## config.mk

```make
export PLATFORM = sky130hd
export DESIGN_NAME = div_unit_32
export DESIGN_NICKNAME = d
export VERILOG_FILES = /design/src/rtl/div_unit_32.sv
export SDC_FILE = /design/constraint.sdc
export NUM_CORES = 1
export LEC_CHECK = 0
export ABC_AREA = 1
export BUFFER_PORTS_ARGS = -buffer_cell sky130_fd_sc_hd__buf_2
export CAP_MARGIN = 0
export CORE_MARGIN = 10
export CORE_UTILIZATION = 55
export CTS_CLUSTER_SIZE = 24
export DETAILED_ROUTE_END_ITERATION = 16
export PLACE_DENSITY = 0.85
export SLEW_MARGIN = 20
export SYNTH_ARGS = -nofsm -noshare
export SYNTH_HDL_FRONTEND = slang
export SYNTH_SLANG_ARGS = --single-unit
```

## constraint.sdc

```tcl
create_clock -name clk -period 3.7 [get_ports clk]
set_input_delay 0.74 -clock clk [delete_from_list [all_inputs] [get_ports clk]]
set_output_delay 0.74 -clock clk [all_outputs]
set_load 0.02 [all_outputs]
```

## src/rtl/div_unit_32.sv

```systemverilog
// Multi-cycle radix-2 restoring divider for RV32M DIV/DIVU/REM/REMU.
// Optional macro DIV_FAST_SPECIAL_EN: divide-by-zero and signed overflow bypass CALC.
module div_unit_32 #(
    parameter int unsigned XLEN = 32,
    parameter int unsigned ITER = 32
) (
    input  logic            clk,
    input  logic            rst_n,
    input  logic            start,
    input  logic [1:0]      op,
    input  logic [XLEN-1:0] rs1,
    input  logic [XLEN-1:0] rs2,
    input  logic            kill,
    output logic            busy,
    output logic            done,
    output logic [XLEN-1:0] result
);

    localparam int unsigned CW = $clog2(ITER);
    localparam logic [CW-1:0] LAST_ITER = CW'(ITER - 1);
    localparam logic [XLEN-1:0] MIN_NEG = {1'b1, {(XLEN-1){1'b0}}};

    typedef enum logic [1:0] {
        S_IDLE,
        S_CALC,
        S_FIX,
        S_DONE
    } state_t;

    state_t          state;
    logic [1:0]      op_q;
    logic [XLEN-1:0] rs1_q;
    logic [XLEN-1:0] rem;
    logic [XLEN-1:0] dvd;
    logic [XLEN-1:0] dvs;
    logic [CW-1:0]   cnt;
    logic            sign_q;
    logic            sign_r;
    logic            div_zero;
    logic            ovf;

    logic            in_signed;
    logic            in_dz;
    logic            in_ovf;
    logic [XLEN-1:0] rs1_abs;
    logic [XLEN-1:0] rs2_abs;
    logic [XLEN:0]   rem_sh;
    logic [XLEN+1:0] trial;
    logic            borrow;
    logic            unused_trial_msb;
    logic [XLEN-1:0] q_fix;
    logic [XLEN-1:0] r_fix;

    assign in_signed = ~op[0];
    assign in_dz     = (rs2 == '0);
    assign in_ovf    = in_signed && (rs1 == MIN_NEG) && (rs2 == '1);
    assign rs1_abs   = rs1[XLEN-1] ? -rs1 : rs1;
    assign rs2_abs   = rs2[XLEN-1] ? -rs2 : rs2;

    // The dividend MSB shifts into the partial remainder; the extra top bit is the borrow.
    assign rem_sh           = {rem, dvd[XLEN-1]};
    assign trial            = {1'b0, rem_sh} - {2'b00, dvs};
    assign borrow           = trial[XLEN+1];
    assign unused_trial_msb = trial[XLEN];

    always_comb begin
        q_fix = (sign_q && !op_q[0]) ? -dvd : dvd;
        r_fix = (sign_r && !op_q[0]) ? -rem : rem;
        // Special cases are forced so the fast path can skip the iterations entirely.
        if (div_zero) begin
            q_fix = '1;
            r_fix = rs1_q;
        end else if (ovf) begin
            q_fix = MIN_NEG;
            r_fix = '0;
        end
    end

    always_ff @(posedge clk or negedge rst_n) begin
        if (!rst_n) begin
            state    <= S_IDLE;
            busy     <= 1'b0;
            done     <= 1'b0;
            result   <= '0;
            op_q     <= '0;
            rs1_q    <= '0;
            rem      <= '0;
            dvd      <= '0;
            dvs      <= '0;
            cnt      <= '0;
            sign_q   <= 1'b0;
            sign_r   <= 1'b0;
            div_zero <= 1'b0;
            ovf      <= 1'b0;
        end else begin
            done <= 1'b0;
            case (state)
                S_IDLE: begin
                    if (start && !kill) begin
                        op_q     <= op;
                        rs1_q    <= rs1;
                        rem      <= '0;
                        cnt      <= '0;
                        div_zero <= in_dz;
                        ovf      <= in_ovf;
                        busy     <= 1'b1;
                        if (in_signed) begin
                            dvd    <= rs1_abs;
                            dvs    <= rs2_abs;
                            sign_q <= rs1[XLEN-1] ^ rs2[XLEN-1];
                            sign_r <= rs1[XLEN-1];
                        end else begin
                            dvd    <= rs1;
                            dvs    <= rs2;
                            sign_q <= 1'b0;
                            sign_r <= 1'b0;
                        end
`ifdef DIV_FAST_SPECIAL_EN
                        state <= (in_dz || in_ovf) ? S_FIX : S_CALC;
`else
                        state <= S_CALC;
`endif
                    end
                end
                S_CALC: begin
                    if (kill) begin
                        state <= S_IDLE;
                        busy  <= 1'b0;
                    end else begin
                        dvd <= {dvd[XLEN-2:0], ~borrow};
                        rem <= borrow ? rem_sh[XLEN-1:0] : trial[XLEN-1:0];
                        cnt <= cnt + 1'b1;
                        if (cnt == LAST_ITER) begin
                            state <= S_FIX;
                        end
                    end
                end
                S_FIX: begin
                    if (kill) begin
                        state <= S_IDLE;
                        busy  <= 1'b0;
                    end else begin
                        result <= op_q[1] ? r_fix : q_fix;
                        state  <= S_DONE;
                        busy   <= 1'b0;
                        done   <= 1'b1;
                    end
                end
                S_DONE: begin
                    state <= S_IDLE;
                end
                default: begin
                    state <= S_IDLE;
                    busy  <= 1'b0;
                end
            endcase
        end
    end

endmodule

```

==> flow_summary.ini <==
[cells_and_area]
antennaDiodeCount = 0
fillCellCount = 2487
syn2layout_area_growth_pct = 9.78
fin_nets = 2485
drive_above_1_share_pct = 7.76

[die]
num_rows = 58
coreArea_um2 = 25300
pin_count = 104
die_h_um = 180
start_util_pct = 56.0
die_w_um = 180
die_area_um2 = 32500

[sta]
fin_crit_sh_pct = 76.2
setup_viol_count_final = 0
setup_tns_ps = 0
hold_viol = 0
grt_setup_unrepaired = false
whs_ps = 416
layout_min_cycle_time_ps = 2820
worst_pin_slew_ps = 1040
slew_viol_final = 0
finClkSkew_ps = 13.4
slew_headroom_pct = 30.6
max_freq_mhz = 355

[setup_path]
path_max_fanout = 40
cp.required_ps = 4070
end_kind = flop
worstSetupStartpointType = flop
crit_type = flop to flop
cp.arrival_ps = 3190

[detailed_routing]
drt_wl_total_um = 50300
dr.first_iter.drc_count = 1716
vias = 15600
drt_first_pass_iters = 8
vias_per_cell = 5.76
drc = 0
wl_per_cell_um = 18.5
drtAntennaViolNets = 0

[global_routing]
gr-usage-all-layers_pct = 29.8
grt_pass1_vias = 14300
antenna_found_initial = 0
grt_first_pass_wirelength_um = 78800
grt_max_degree = 105
gr-total-overflow = 0

[flow_run]
drv_cap = 0

[synth]
synth_edf_count = 0
async_flop_share_pct = 100
synth.distinct_cells = 48
syn_nets = 2420
ys_warn_count = 0
ys_seq_elements = 175
synth.avg_cell_area_um2 = 6.13
synth_area_um2 = 14100
ys_seq_area_share_pct = 31.0
synthFlopType = dfrtp_1
syn_inst = 2307

[placement]
port_buffers = 103
gp_congestion = 0.982
post-dp-hpwl_um = 39600

[clock_tree]
cts-root-buf = clkbuf_16
h-tree-depth = 4
clk_pin_slew_worst_paths_ps = 70
hold_buffers = 0
ctsResizeCount = 0
cts_tree = yes
cts_buffers = 17
worstSkewPairLatency_ps = 440
cts_max_path_buffers = 2
post_cts_buffers = 0
clkSinkCount = 175

[pwr]
power.leakage_nw = 8.44
cellPowerDensity_nw_per_um2 = 968
vdd_drop_max_mv = 0.536

[status]
status = completed

[hold_path]
hold_path.class = input port to async pin
==> metal layers <==
metal	up-vias	wire length (µm)	global-route usage [%]
met5	-	0	0
met4	0	1410	9.42
met3	81	5250	7.01
met2	836	21400	43.8
met1	7261	22300	42.2
li1	7470	-	-
==> final timing paths <==
check | start | end | slack, ps | depth (start not counted)
max | state[1] | rem[31] | 880 | 11
min | rst_n | rem[30] | 420 | 1
max reg2reg | state[1] | rem[31] | 880 | 11
min reg2reg | rs1_q[6] | rs1_q[6] | 480 | 2
max in group asynchronous | rst_n | dvs[23] | 2380 | 2
min in group clk | rs1_q[6] | rs1_q[6] | 480 | 2
==> through the flow <==
stage	util, %	total power, mW	worst slack, ps	cell area [µm²]	instances
6_report	61.4	15.0	880	15500	2715
5_1_grt	61.4	16.3	719	15500	2715
4_1_cts	61.4	14.8	996	15500	2715
3_5_place_dp	59.1	12.9	994	14900	2683
3_3_place_gp	59.1	12.7	1010	14900	2683
2_1_floorplan	-	10.1	1620	14100	2307
==> registers in the layout (all words and copies together) (netlist names) <==
register / cells
dvd: 32
dvs: 32
busy: 1
rs1_q: 32
div_zero: 1
rem: 32
sign_r: 1
sign_q: 1
cnt: 5
ovf: 1
done: 1
state: 2
result: 32
op_q: 2
==> Yosys cell counts, types with 3 or more instances <==
library cell | n | area (µm²)
or2_2 | 5 | 31.3
nand2_2 | 5 | 31.3
clkbuf_1 | 48 | 180
nand3_1 | 249 | 1250
buf_2 | 18 | 90.1
inv_2 | 7 | 26.3
xnor2_1 | 15 | 131
nor4_1 | 8 | 50.1
xor2_1 | 37 | 324
o21ai_0 | 114 | 571
buf_1 | 5 | 18.8
o22a_1 | 3 | 26.3
nand4_1 | 26 | 163
nor3_1 | 21 | 105
nand2_1 | 791 | 2970
nor2_2 | 4 | 25.0
a21oi_1 | 82 | 410
o31ai_1 | 3 | 22.5
o211ai_1 | 9 | 67.6
and2_1 | 4 | 25.0
inv_1 | 314 | 1180
ha_1 | 42 | 526
o22ai_1 | 13 | 81.3
nor2_1 | 244 | 916
o21bai_1 | 13 | 97.6
a31oi_1 | 6 | 37.5
a41oi_1 | 3 | 26.3
dfrtp_1 | 175 | 4380
o221ai_1 | 14 | 123
nand3b_1 | 10 | 75.1
==> kinds of logic (layout without fill, tap and decap cells) <==
group                      count (synthesis)  after routing  share of synthesized area, %
AOI/OAI and AO/OA                        267            267                          10.8
buffers and inverters                    396            474                          10.8
DFF                                      175            175                          31.0
adders and majority gates                 43             43                          3.86
xor gates and xnor gates                  52             52                          3.22
and+or+nand+nor                         1374           1374                          40.3
==> critical path: stages, from the launching register on <==
cell and delay [ps]:
dfrtp_1 400, inv_1 90, ha_1 390, inv_2 40
nor2_1 240, nand2_2 370, inv_2 200, buf_4 430
nand2_2 280, nand2_1 140, nand2_1 60, nand2_1 70
==> power by group <==
part | leakage (nW) | internal (mW) | switching [mW]
logic | 5.95 | 2.99 | 6.44
registers | 2.20 | 2.80 | 0.931
clock network | 0.287 | 0.974 | 0.872
==> cell type report <==
type                            count  area, µm²  share of cell area, %
Clock buffer                       19        443                   2.85
Timing Repair Buffer              120        674                   4.35
Tap cell                          330        413                   2.66
Inverter                          322       1210                   7.79
Multi-Input combinational cell   1736       8250                   53.2
Clock inverter                     13        148                  0.952
Sequential cell                   175       4380                   28.2
==> cell usage in the layout (no fill, tap or decap), types with 2 or more instances in the layout <==
cell	netlist	routed
nand2_1	791	791
xor2_1	37	37
and2_1	4	4
o211ai_1	9	9
o22a_1	3	3
o221ai_1	14	14
a31oi_1	6	6
buf_12	0	2
nand4_1	26	26
nand3_1	249	249
nor2_1	244	240
nor3_2	1	2
nand2_2	5	5
buf_2	18	102
clkinv_8	0	2
o21bai_1	13	13
a41oi_1	3	3
nor4_1	8	8
nor3_1	21	20
o21ai_0	114	114
xnor2_1	15	15
o22ai_1	13	13
ha_1	42	42
inv_1	314	312
nor2_4	1	2
nor2_2	4	7
inv_2	7	9
buf_4	2	15
nand3b_1	10	10
inv_6	0	5
o31ai_1	3	3
clkbuf_16	0	17
dfrtp_1	175	175
a21oi_1	82	82
or2_2	5	5
clkinv_4	0	2
(Power assumes the default switching activity.)
